**config.mk**
```make
export PLATFORM = sky130hd
export DESIGN_NAME = ddfs_phase_generator_flat
export DESIGN_NICKNAME = d
export VERILOG_FILES = /design/src/rtl/ddfs_phase_generator_if.sv /design/src/rtl/ddfs_phase_generator.sv /design/src/flat_wrapper.sv
export SDC_FILE = /design/constraint.sdc
export NUM_CORES = 1
export LEC_CHECK = 0
export ABC_CLOCK_PERIOD_IN_PS = 16300
export BUFFER_PORTS_ARGS = -buffer_cell sky130_fd_sc_hd__buf_2
export CORE_MARGIN = 2
export CORE_UTILIZATION = 40
export CTS_BUF_LIST = sky130_fd_sc_hd__clkbuf_4
export DETAILED_ROUTE_END_ITERATION = 16
export PLACE_DENSITY = 0.56
export SLEW_MARGIN = 20
export SYNTH_ARGS = -nofsm -noshare
export SYNTH_HDL_FRONTEND = slang
export SYNTH_SLANG_ARGS = --single-unit
```
**constraint.sdc**
```tcl
create_clock -name clk -period 16.3 [get_ports clk]
set_input_delay 4.89 -clock clk [delete_from_list [all_inputs] [get_ports clk]]
set_output_delay 4.89 -clock clk [all_outputs]
set_load 0.02 [all_outputs]
```
**src/rtl/ddfs_phase_generator_if.sv**
```systemverilog
// Angle stream handshake between the DDFS phase generator (master) and the
// CORDIC consumer (slave).
interface ddfs_phase_generator_if #(
  parameter int unsigned W = 32
);
  logic         angle_valid;
  logic         angle_ready;
  logic [W-1:0] angle_out;
  logic         quad_flip;

  modport master (
    output angle_valid,
    output angle_out,
    output quad_flip,
    input  angle_ready
  );

  modport slave (
    input  angle_valid,
    input  angle_out,
    input  quad_flip,
    output angle_ready
  );
endinterface

```
**src/rtl/ddfs_phase_generator.sv**
```systemverilog
// DDFS phase generator: accumulates a Q3.28 radian phase modulo 2*pi, folds it
// into [-pi/2, +pi/2] for the CORDIC core and flags quadrants 2/3 so the
// consumer negates its cosine. One angle is delivered per valid/ready transfer.
// Optional build macro: DDFS_PHASE_DITHER_EN adds LFSR dither on the angle LSBs.
module ddfs_phase_generator #(
  parameter int unsigned  W           = 32,
  parameter logic [W-1:0] RESET_FWORD = W'(32'h00477D1A),
  parameter int unsigned  DITHER_BITS = 4
) (
  input  logic                   clk,
  input  logic                   reset_n,
  input  logic                   enable,
  input  logic                   phase_clr,
  input  logic                   freq_load,
  input  logic [W-1:0]           freq_word_in,
  ddfs_phase_generator_if.master ang,
  output logic                   freq_err
);

  localparam logic [W-1:0] PI_HALF       = W'(421657428);
  localparam logic [W-1:0] PI            = W'(843314857);
  localparam logic [W-1:0] THREE_PI_HALF = W'(1264972285);
  localparam logic [W-1:0] TWO_PI        = W'(1686629713);

  localparam logic signed [W-1:0] ANGLE_MAX = $signed(PI_HALF);
  localparam logic signed [W-1:0] ANGLE_MIN = -ANGLE_MAX;

  typedef enum logic [1:0] {
    ST_IDLE,
    ST_RUN,
    ST_DRAIN
  } state_e;

  state_e                 state_q, state_d;
  logic [W-1:0]           phase_q, phase_d;
  logic [W-1:0]           fword_q, fword_d;
  logic [W-1:0]           angle_q, angle_d;
  logic                   flip_q, flip_d;
  logic                   valid_q, valid_d;
  logic                   err_q, err_d;
  logic                   xfer_c;
  logic [W-1:0]           phase_inc_c;
  logic [DITHER_BITS-1:0] dither_c;

  // Phase step modulo 2*pi; both operands are below 2*pi so one subtract suffices.
  function automatic logic [W-1:0] wrap_add(input logic [W-1:0] a, input logic [W-1:0] b);
    logic [W:0] s;
    s = {1'b0, a} + {1'b0, b};
    if (s >= {1'b0, TWO_PI}) s = s - {1'b0, TWO_PI};
    return s[W-1:0];
  endfunction

  // Map [0, 2*pi) onto [-pi/2, +pi/2]; MSB of the result is the cosine flip.
  function automatic logic [W:0] fold(input logic [W-1:0] p);
    if (p <= PI_HALF)          return {1'b0, p};
    else if (p < THREE_PI_HALF) return {1'b1, PI - p};
    else                        return {1'b0, p - TWO_PI};
  endfunction

  // Fold, perturb the low bits by the dither word, then keep within range.
  function automatic logic [W:0] sample(input logic [W-1:0] p, input logic [DITHER_BITS-1:0] d);
    logic [W:0]          f;
    logic signed [W-1:0] x;
    f = fold(p);
    x = $signed(f[W-1:0] ^ W'(d));
    if (x > ANGLE_MAX)      x = ANGLE_MAX;
    else if (x < ANGLE_MIN) x = ANGLE_MIN;
    return {f[W], $unsigned(x)};
  endfunction

  assign xfer_c      = valid_q & ang.angle_ready;
  assign phase_inc_c = wrap_add(phase_q, fword_q);

`ifdef DDFS_PHASE_DITHER_EN
  logic [15:0] lfsr_q, lfsr_d;

  // Galois LFSR x^16+x^14+x^13+x^11+1, stepped once per accepted sample.
  always_comb begin
    lfsr_d = lfsr_q;
    if (xfer_c) lfsr_d = {1'b0, lfsr_q[15:1]} ^ (lfsr_q[0] ? 16'hB400 : 16'h0000);
  end

  // LFSR state register.
  always_ff @(posedge clk or negedge reset_n) begin
    if (!reset_n) lfsr_q <= 16'hACE1;
    else          lfsr_q <= lfsr_d;
  end

  assign dither_c = lfsr_q[DITHER_BITS-1:0];
`else
  assign dither_c = '0;
`endif

  // Next-state, phase/frequency update and output sample selection.
  always_comb begin
    state_d = state_q;
    phase_d = phase_q;
    fword_d = fword_q;
    angle_d = angle_q;
    flip_d  = flip_q;
    valid_d = valid_q;
    err_d   = err_q;

    case (state_q)
      ST_IDLE: begin
        valid_d = 1'b0;
        if (enable) begin
          state_d           = ST_RUN;
          valid_d           = 1'b1;
          {flip_d, angle_d} = sample(phase_clr ? W'(0) : phase_q, dither_c);
        end
      end
      ST_RUN: begin
        if (xfer_c) begin
          phase_d           = phase_inc_c;
          {flip_d, angle_d} = sample(phase_inc_c, dither_c);
        end
        if (!enable) state_d = ST_DRAIN;
      end
      ST_DRAIN: begin
        if (xfer_c) begin
          phase_d           = phase_inc_c;
          {flip_d, angle_d} = sample(phase_inc_c, dither_c);
        end
        if (enable) begin
          state_d = ST_RUN;
        end else if (xfer_c) begin
          state_d = ST_IDLE;
          valid_d = 1'b0;
        end
      end
      default: begin
        state_d = ST_IDLE;
        valid_d = 1'b0;
      end
    endcase

    // Phase restart wins over any increment and replaces a pending sample.
    if (phase_clr) begin
      phase_d = '0;
      if (valid_q) {flip_d, angle_d} = sample(W'(0), dither_c);
    end

    if (freq_load) begin
      if (freq_word_in < TWO_PI) begin
        fword_d = freq_word_in;
      end else begin
        fword_d = TWO_PI - W'(1);
        err_d   = 1'b1;
      end
    end
  end

  // State and output registers.
  always_ff @(posedge clk or negedge reset_n) begin
    if (!reset_n) begin
      state_q <= ST_IDLE;
      phase_q <= '0;
      fword_q <= RESET_FWORD;
      angle_q <= '0;
      flip_q  <= 1'b0;
      valid_q <= 1'b0;
      err_q   <= 1'b0;
    end else begin
      state_q <= state_d;
      phase_q <= phase_d;
      fword_q <= fword_d;
      angle_q <= angle_d;
      flip_q  <= flip_d;
      valid_q <= valid_d;
      err_q   <= err_d;
    end
  end

  assign ang.angle_valid = valid_q;
  assign ang.angle_out   = angle_q;
  assign ang.quad_flip   = flip_q;
  assign freq_err        = err_q;

endmodule

```
**src/flat_wrapper.sv**
```systemverilog
// flat-port wrapper written by rule: the top's interface ports become plain ports
module ddfs_phase_generator_flat 
#(
  parameter int unsigned  W           = 32,
  parameter logic [W-1:0] RESET_FWORD = W'(32'h00477D1A),
  parameter int unsigned  DITHER_BITS = 4
)
  (clk, reset_n, enable, phase_clr, freq_load, freq_word_in, freq_err, ang_angle_valid, ang_angle_out, ang_quad_flip, ang_angle_ready);
  ddfs_phase_generator_if #(.W(W)) ang_i ();
  input  logic clk;
  input  logic reset_n;
  input  logic enable;
  input  logic phase_clr;
  input  logic freq_load;
  input  logic [W-1:0] freq_word_in;
  output logic freq_err;
  output wire logic [$bits(ang_i.angle_valid)-1:0] ang_angle_valid;
  output wire logic [$bits(ang_i.angle_out)-1:0] ang_angle_out;
  output wire logic [$bits(ang_i.quad_flip)-1:0] ang_quad_flip;
  input wire logic [$bits(ang_i.angle_ready)-1:0] ang_angle_ready;
  assign ang_angle_valid = ang_i.angle_valid;
  assign ang_angle_out = ang_i.angle_out;
  assign ang_quad_flip = ang_i.quad_flip;
  assign ang_i.angle_ready = ang_angle_ready;
  ddfs_phase_generator #(.W(W), .RESET_FWORD(RESET_FWORD), .DITHER_BITS(DITHER_BITS)) u_core (.clk(clk), .reset_n(reset_n), .enable(enable), .phase_clr(phase_clr), .freq_load(freq_load), .freq_word_in(freq_word_in), .ang(ang_i), .freq_err(freq_err));
endmodule
```
==> out/results.txt, run 1 <==
Die X = 195 um
worst-case clock skew = 0.0363 ns
largest area contributor in the netlist = dfrtp_1
Tmin final = 11.68 ns
Placeable Area = 0.0357 sq mm
Layout fillers = 3,780
Die Y = 195 um
layout net count = 2,113
max_slew headroom = 23.4%
Max H-tree Level = 3
share of cells above drive strength 1 = 10.2%
vias in the first global route = 15,700
Worst-Margin Slew = 1.14 ns
Post-synth EDFFs = 0
DRT Pass-1 Iters = 8
CTS tree = yes
CTS Root Cell = clkbuf_4
Mapped Cells = 2,060
Post-synth top cells = nand2_1 (212), nor2_1 (200), a21oi_1 (182), o21ai_0 (139), clkbuf_1 (105)
final core utilization = 42.7%
Post-DP HPWL = 48.3 mm
Total Routing Usage GR = 31.9%
dominant cells by area after synthesis = dfrtp_1 (15%), a21oi_1 (6.2%), nand2_1 (5.5%), nor2_1 (5.1%), xnor2_1 (4.9%)
Net Count, Synth = 2,145
Max FO, Critical Path = 44
Crit Path Class = in -> reg
Area after DPL = 0.0151 sq mm
grt total ovfl = 0
Synth Warn # = 0
vias per cell = 6.88
Synth top area share = 15.1%
number of port buffers = 72
I/O pins = 73
unrepaired setup endpoints after global routing = false
post-route ant nets = 0
Hold-fix buffers, CTS = 0
Most used DFF post-synth = dfrtp_1
status = finished, final reports clean
endpoints failing hold = 0
DRC viols = 0
clk slew on worst S/H paths = 0.20 ns
placer congestion estimate = 0.962
DIE AREA = 0.0380 sq mm
MaxCap Viol Count = 0
final instance area = 0.0153 sq mm
most frequent cell after synthesis = nand2_1
average size of a mapped cell = 7.08 sq um
first-pass GRT wire length = 95.2 mm
kind of end point of the critical path = flop
CP required = 16.78 ns
Initial Utilization = 40.8%
number of synthesized register bits = 101
final worst path period share = 71.7%
max-slew violation count = 0
final setup TNS = 0 ns
FP Rows = 69
synthesized area = 0.0146 sq mm
vias = 17,200
CTS resizes = 0
CP Launch Type = input pin
Num CTS Buffers = 9
Netlist cell types = 109
initial antenna violation count = 3
Longest Clk Path Bufs = 2
worst hold path class = reg -> reg
WHS = 0.498 ns
Critical Path AT = 12.16 ns
Seq/Total Area, Yosys = 17.4%
clk sinks = 101
Area Growth Syn to Fin = 4.74%
final WL = 62.4 mm
pin count of the biggest net entering global routing = 65
Post-synth ARST share = 100%
initial DRC count = 2,504
# setup viols final = 0
fmax = 0.0856 GHz
Avg WL per Cell = 25.0 um
clk_lat worst skew = 0.53 ns
setup bufs post-CTS = 0
layout make-up:
| class | instances | area, sq um | area share [%] |
|---|---|---|---|
| Tap cell | 461 | 577 | 3.78 |
| Clock buffer | 9 | 67.6 | 0.443 |
| Sequential cell | 101 | 2540 | 16.7 |
| Clock inverter | 7 | 55.1 | 0.361 |
| Antenna cell | 3 | 7.51 | 0.0492 |
| Inverter | 61 | 229 | 1.50 |
| Timing Repair Buffer | 101 | 588 | 3.85 |
| Multi-Input combinational cell | 1754 | 11200 | 73.4 |
per-layer routing:
metal | part of all wire (%) | GRT usage [%]
met1 | 44 | 46.0
met2 | 42 | 46.8
met3 | 11 | 7.08
met4 | 3.1 | 10.6
met5 | 0.043 | 0
worst paths after layout:
| kind | startpoint | to | slack [ns] | cells after the start |
|---|---|---|---|---|
| worst max-delay path | phase_clr | u_core.ang.angle_out[27] | 4.62 | 25 |
| worst min-delay path | u_core.fword_q[22] | u_core.fword_q[22] | 0.50 | 2 |
| worst max register to register | u_core.phase_q[5] | u_core.ang.angle_out[2] | 5.20 | 32 |
| max in group asynchronous | reset_n | u_core.ang.angle_out[0] | 10.69 | 2 |
| worst min register to register | u_core.fword_q[22] | u_core.fword_q[22] | 0.50 | 2 |
| min in group asynchronous | reset_n | u_core.fword_q[26] | 4.32 | 1 |
worst max-delay path: stages:
cell,delay [ns]
buf_2,0.08
buf_4,0.40
inv_1,0.39
nand2_1,0.25
ha_1,0.26
nand4b_1,0.14
o32ai_1,0.10
a311o_1,0.35
a31o_2,0.25
a31oi_1,0.15
o21ai_0,0.09
a21oi_1,0.45
or2_2,0.54
mux2_2,0.42
xor2_1,0.15
nor4_1,0.26
or4b_1,0.46
o311ai_0,0.29
a31oi_1,0.14
o41ai_1,0.85
and3_1,0.65
nor2_1,0.11
o21ai_0,0.20
a21oi_1,0.10
o21ai_1,0.13
registers in the layout, indices dropped and copies added (netlist names):
register and cells:
u_core.ang.angle_out 32, u_core.fword_q 32, u_core.phase_q 32, u_core.freq_err 1
u_core.ang.angle_valid 1, u_core.ang.quad_flip 1, u_core.state_q 2
cells by family after synthesis:
logic type | count (synthesis) | synth area share [%]
AND/OR/NAND/NOR | 789 | 27.1
adder cells (fa/ha/maj) | 47 | 4.09
XOR/XNOR | 108 | 6.75
AO/OA/AOI/OAI | 795 | 37.7
buffers and inverters | 205 | 5.91
multiplexers | 15 | 1.08
flip-flops | 101 | 17.4
stage by stage:
step                      instances  worst slack [ns]
after floorplan                2060              5.39
after global placement         2477              4.29
after detailed placement       2477              4.13
after CTS                      2493              4.69
after global routing           2495              4.03
final                          2497              4.62
layout by cell type, fill, tap and decap left out, types with 26 or more instances in the layout:
master | Yosys | layout
buf_2 | 19 | 71
nand4_1 | 36 | 36
and2_1 | 29 | 29
a31oi_1 | 51 | 51
o22ai_1 | 31 | 31
buf_4 | 6 | 29
nor3_1 | 70 | 69
a211oi_1 | 46 | 46
xnor2_1 | 82 | 81
a21o_1 | 32 | 32
a21oi_1 | 182 | 182
inv_1 | 61 | 61
o21ai_1 | 28 | 29
and3_1 | 27 | 26
nand2_1 | 212 | 212
dfrtp_1 | 88 | 88
ha_1 | 46 | 46
o21ai_0 | 139 | 138
nor2_1 | 200 | 200
nand3_1 | 66 | 66
Power of run 1 is not shown: default switching activity piles up to over one toggle a cycle in this logic, so the estimate is an artifact.
==> inputs of run 2 (changes only) <==
--- a/config.mk
+++ b/config.mk
@@ -5,13 +5,13 @@
 export SDC_FILE = /design/constraint.sdc
 export NUM_CORES = 1
 export LEC_CHECK = 0
-export ABC_CLOCK_PERIOD_IN_PS = 16300
+export ABC_CLOCK_PERIOD_IN_PS = 10200
 export BUFFER_PORTS_ARGS = -buffer_cell sky130_fd_sc_hd__buf_2
 export CORE_MARGIN = 2
 export CORE_UTILIZATION = 40
 export CTS_BUF_LIST = sky130_fd_sc_hd__clkbuf_4
 export DETAILED_ROUTE_END_ITERATION = 16
-export PLACE_DENSITY = 0.56
+export PLACE_DENSITY = 0.58
 export SLEW_MARGIN = 20
 export SYNTH_ARGS = -nofsm -noshare
 export SYNTH_HDL_FRONTEND = slang
==> constraint.sdc (replaced) <==
create_clock -name clk -period 10.2 [get_ports clk]
set_input_delay 3.06 -clock clk [delete_from_list [all_inputs] [get_ports clk]]
set_output_delay 3.06 -clock clk [all_outputs]
set_load 0.02 [all_outputs]
==> out/results.txt, run 2 (synthesis results as in run 1) <==
Worst-Margin Slew = 1.04 ns
setup bufs post-CTS = 0
CTS resizes = 0
final worst path period share = 93.0%
Num CTS Buffers = 9
Layout fillers = 3,822
vias per cell = 6.89
worst-case clock skew = 0.0362 ns
grt total ovfl = 0
Die Y = 195 um
DIE AREA = 0.0380 sq mm
final setup TNS = 0 ns
Die X = 195 um
# placed instances = 2,514
Avg WL per Cell = 25.0 um
HP Start = u_core.freq_err
commonest non-fill, non-tap cells in the layout = nand2_1 (212), nor2_1 (200), a21oi_1 (182)
CTS tree = yes
first-pass GRT wire length = 96.9 mm
critical path's slowest cell = o31ai_4
CP required = 10.60 ns
layout net count = 2,149
Tmin final = 9.49 ns
post-route ant nets = 0
Area after DPL = 0.0154 sq mm
unrepaired setup endpoints after global routing = false
max_slew headroom = 30.2%
MaxCap Viol Count = 0
initial DRC count = 2,855
worst hold path class = reg -> reg
fmax = 0.105 GHz
share of cells above drive strength 1 = 11.7%
clk sinks = 101
most common cell after layout, fill and taps aside = nand2_1
final instance area = 0.0156 sq mm
clk_lat worst skew = 0.52 ns
Total Routing Usage GR = 32.5%
CP Launch Type = flop
r2r startpoint = u_core.phase_q[7]
DRT Pass-1 Iters = 6
# setup viols final = 0
vias in the first global route = 15,900
Crit path largest cell delay = 0.73 ns
initial antenna violation count = 1
vias = 17,400
CTS Root Cell = clkbuf_4
placer congestion estimate = 0.976
Max H-tree Level = 3
status = finished, final reports clean
Critical Path AT = 9.89 ns
Longest Clk Path Bufs = 2
Placeable Area = 0.0357 sq mm
WHS = 0.481 ns
Crit Path Class = reg -> reg
final WL = 63.3 mm
clk slew on worst S/H paths = 0.17 ns
kind of end point of the critical path = flop
Hold-fix buffers, CTS = 0
Non-Filler Instances = 2,532
number of port buffers = 72
FP Rows = 69
Post-DP HPWL = 49.5 mm
endpoints failing hold = 0
I/O pins = 73
max-slew violation count = 0
Area Growth Syn to Fin = 6.69%
pin count of the biggest net entering global routing = 67
worst reg2reg setup slack = 0.71 ns
critical path startpoint = u_core.phase_q[7]
Initial Utilization = 40.8%
Max FO, Critical Path = 19
DRC viols = 0
run 2: metal layers:
metal | vias to the layer above | GRT usage [%] | part of all wire, %
met2 | 1015 | 48.8 | 43
met5 | - | 0 | 0
met3 | 137 | 3.57 | 9.6
met4 | 0 | 11.1 | 3.4
met1 | 8423 | 47.8 | 44
li1 | 7859 | - | -
run 2: layout make-up:
| cell class | count | area, sq um | area share [%] |
|---|---|---|---|
| multi-input cells | 1754 | 11200 | 72.0 |
| flip-flops and latches | 101 | 2540 | 16.4 |
| repair buffers | 137 | 851 | 5.47 |
| well taps | 461 | 577 | 3.71 |
| inverters | 61 | 229 | 1.47 |
| clock inverters | 7 | 80.1 | 0.515 |
| clock buffers | 9 | 67.6 | 0.434 |
| diodes | 2 | 5.00 | 0.0322 |
run 2: critical path, delay by kind of cell, from the launching register on:
family | cells | cell delay (ns)
XOR/XNOR | 2 | 0.47
AO/OA/AOI/OAI | 11 | 3.18
AND/OR/NAND/NOR | 15 | 3.57
adder cells (fa/ha/maj) | 3 | 1.15
buffers and inverters | 2 | 0.40
flip-flops | 1 | 0.61
run 2: metrics by stage:
step,utilization [%],setup WS (ns)
2_1_floorplan,-,1.12
3_3_place_gp,43.1,0.575
3_5_place_dp,43.1,0.467
4_1_cts,43.5,0.955
5_1_grt,43.5,0.205
6_report,43.5,0.712
run 2: final timing paths:
| kind | to | cells after the start |
|---|---|---|
| worst max-delay path | u_core.ang.angle_out[2] | 33 |
| worst min-delay path | u_core.freq_err | 1 |
| worst max register to register | u_core.ang.angle_out[2] | 33 |
| worst min register to register | u_core.freq_err | 1 |
| max in group asynchronous | u_core.ang.angle_out[2] | 2 |
| min in group asynchronous | u_core.fword_q[25] | 1 |
Power of run 2 is left out for the same reason.
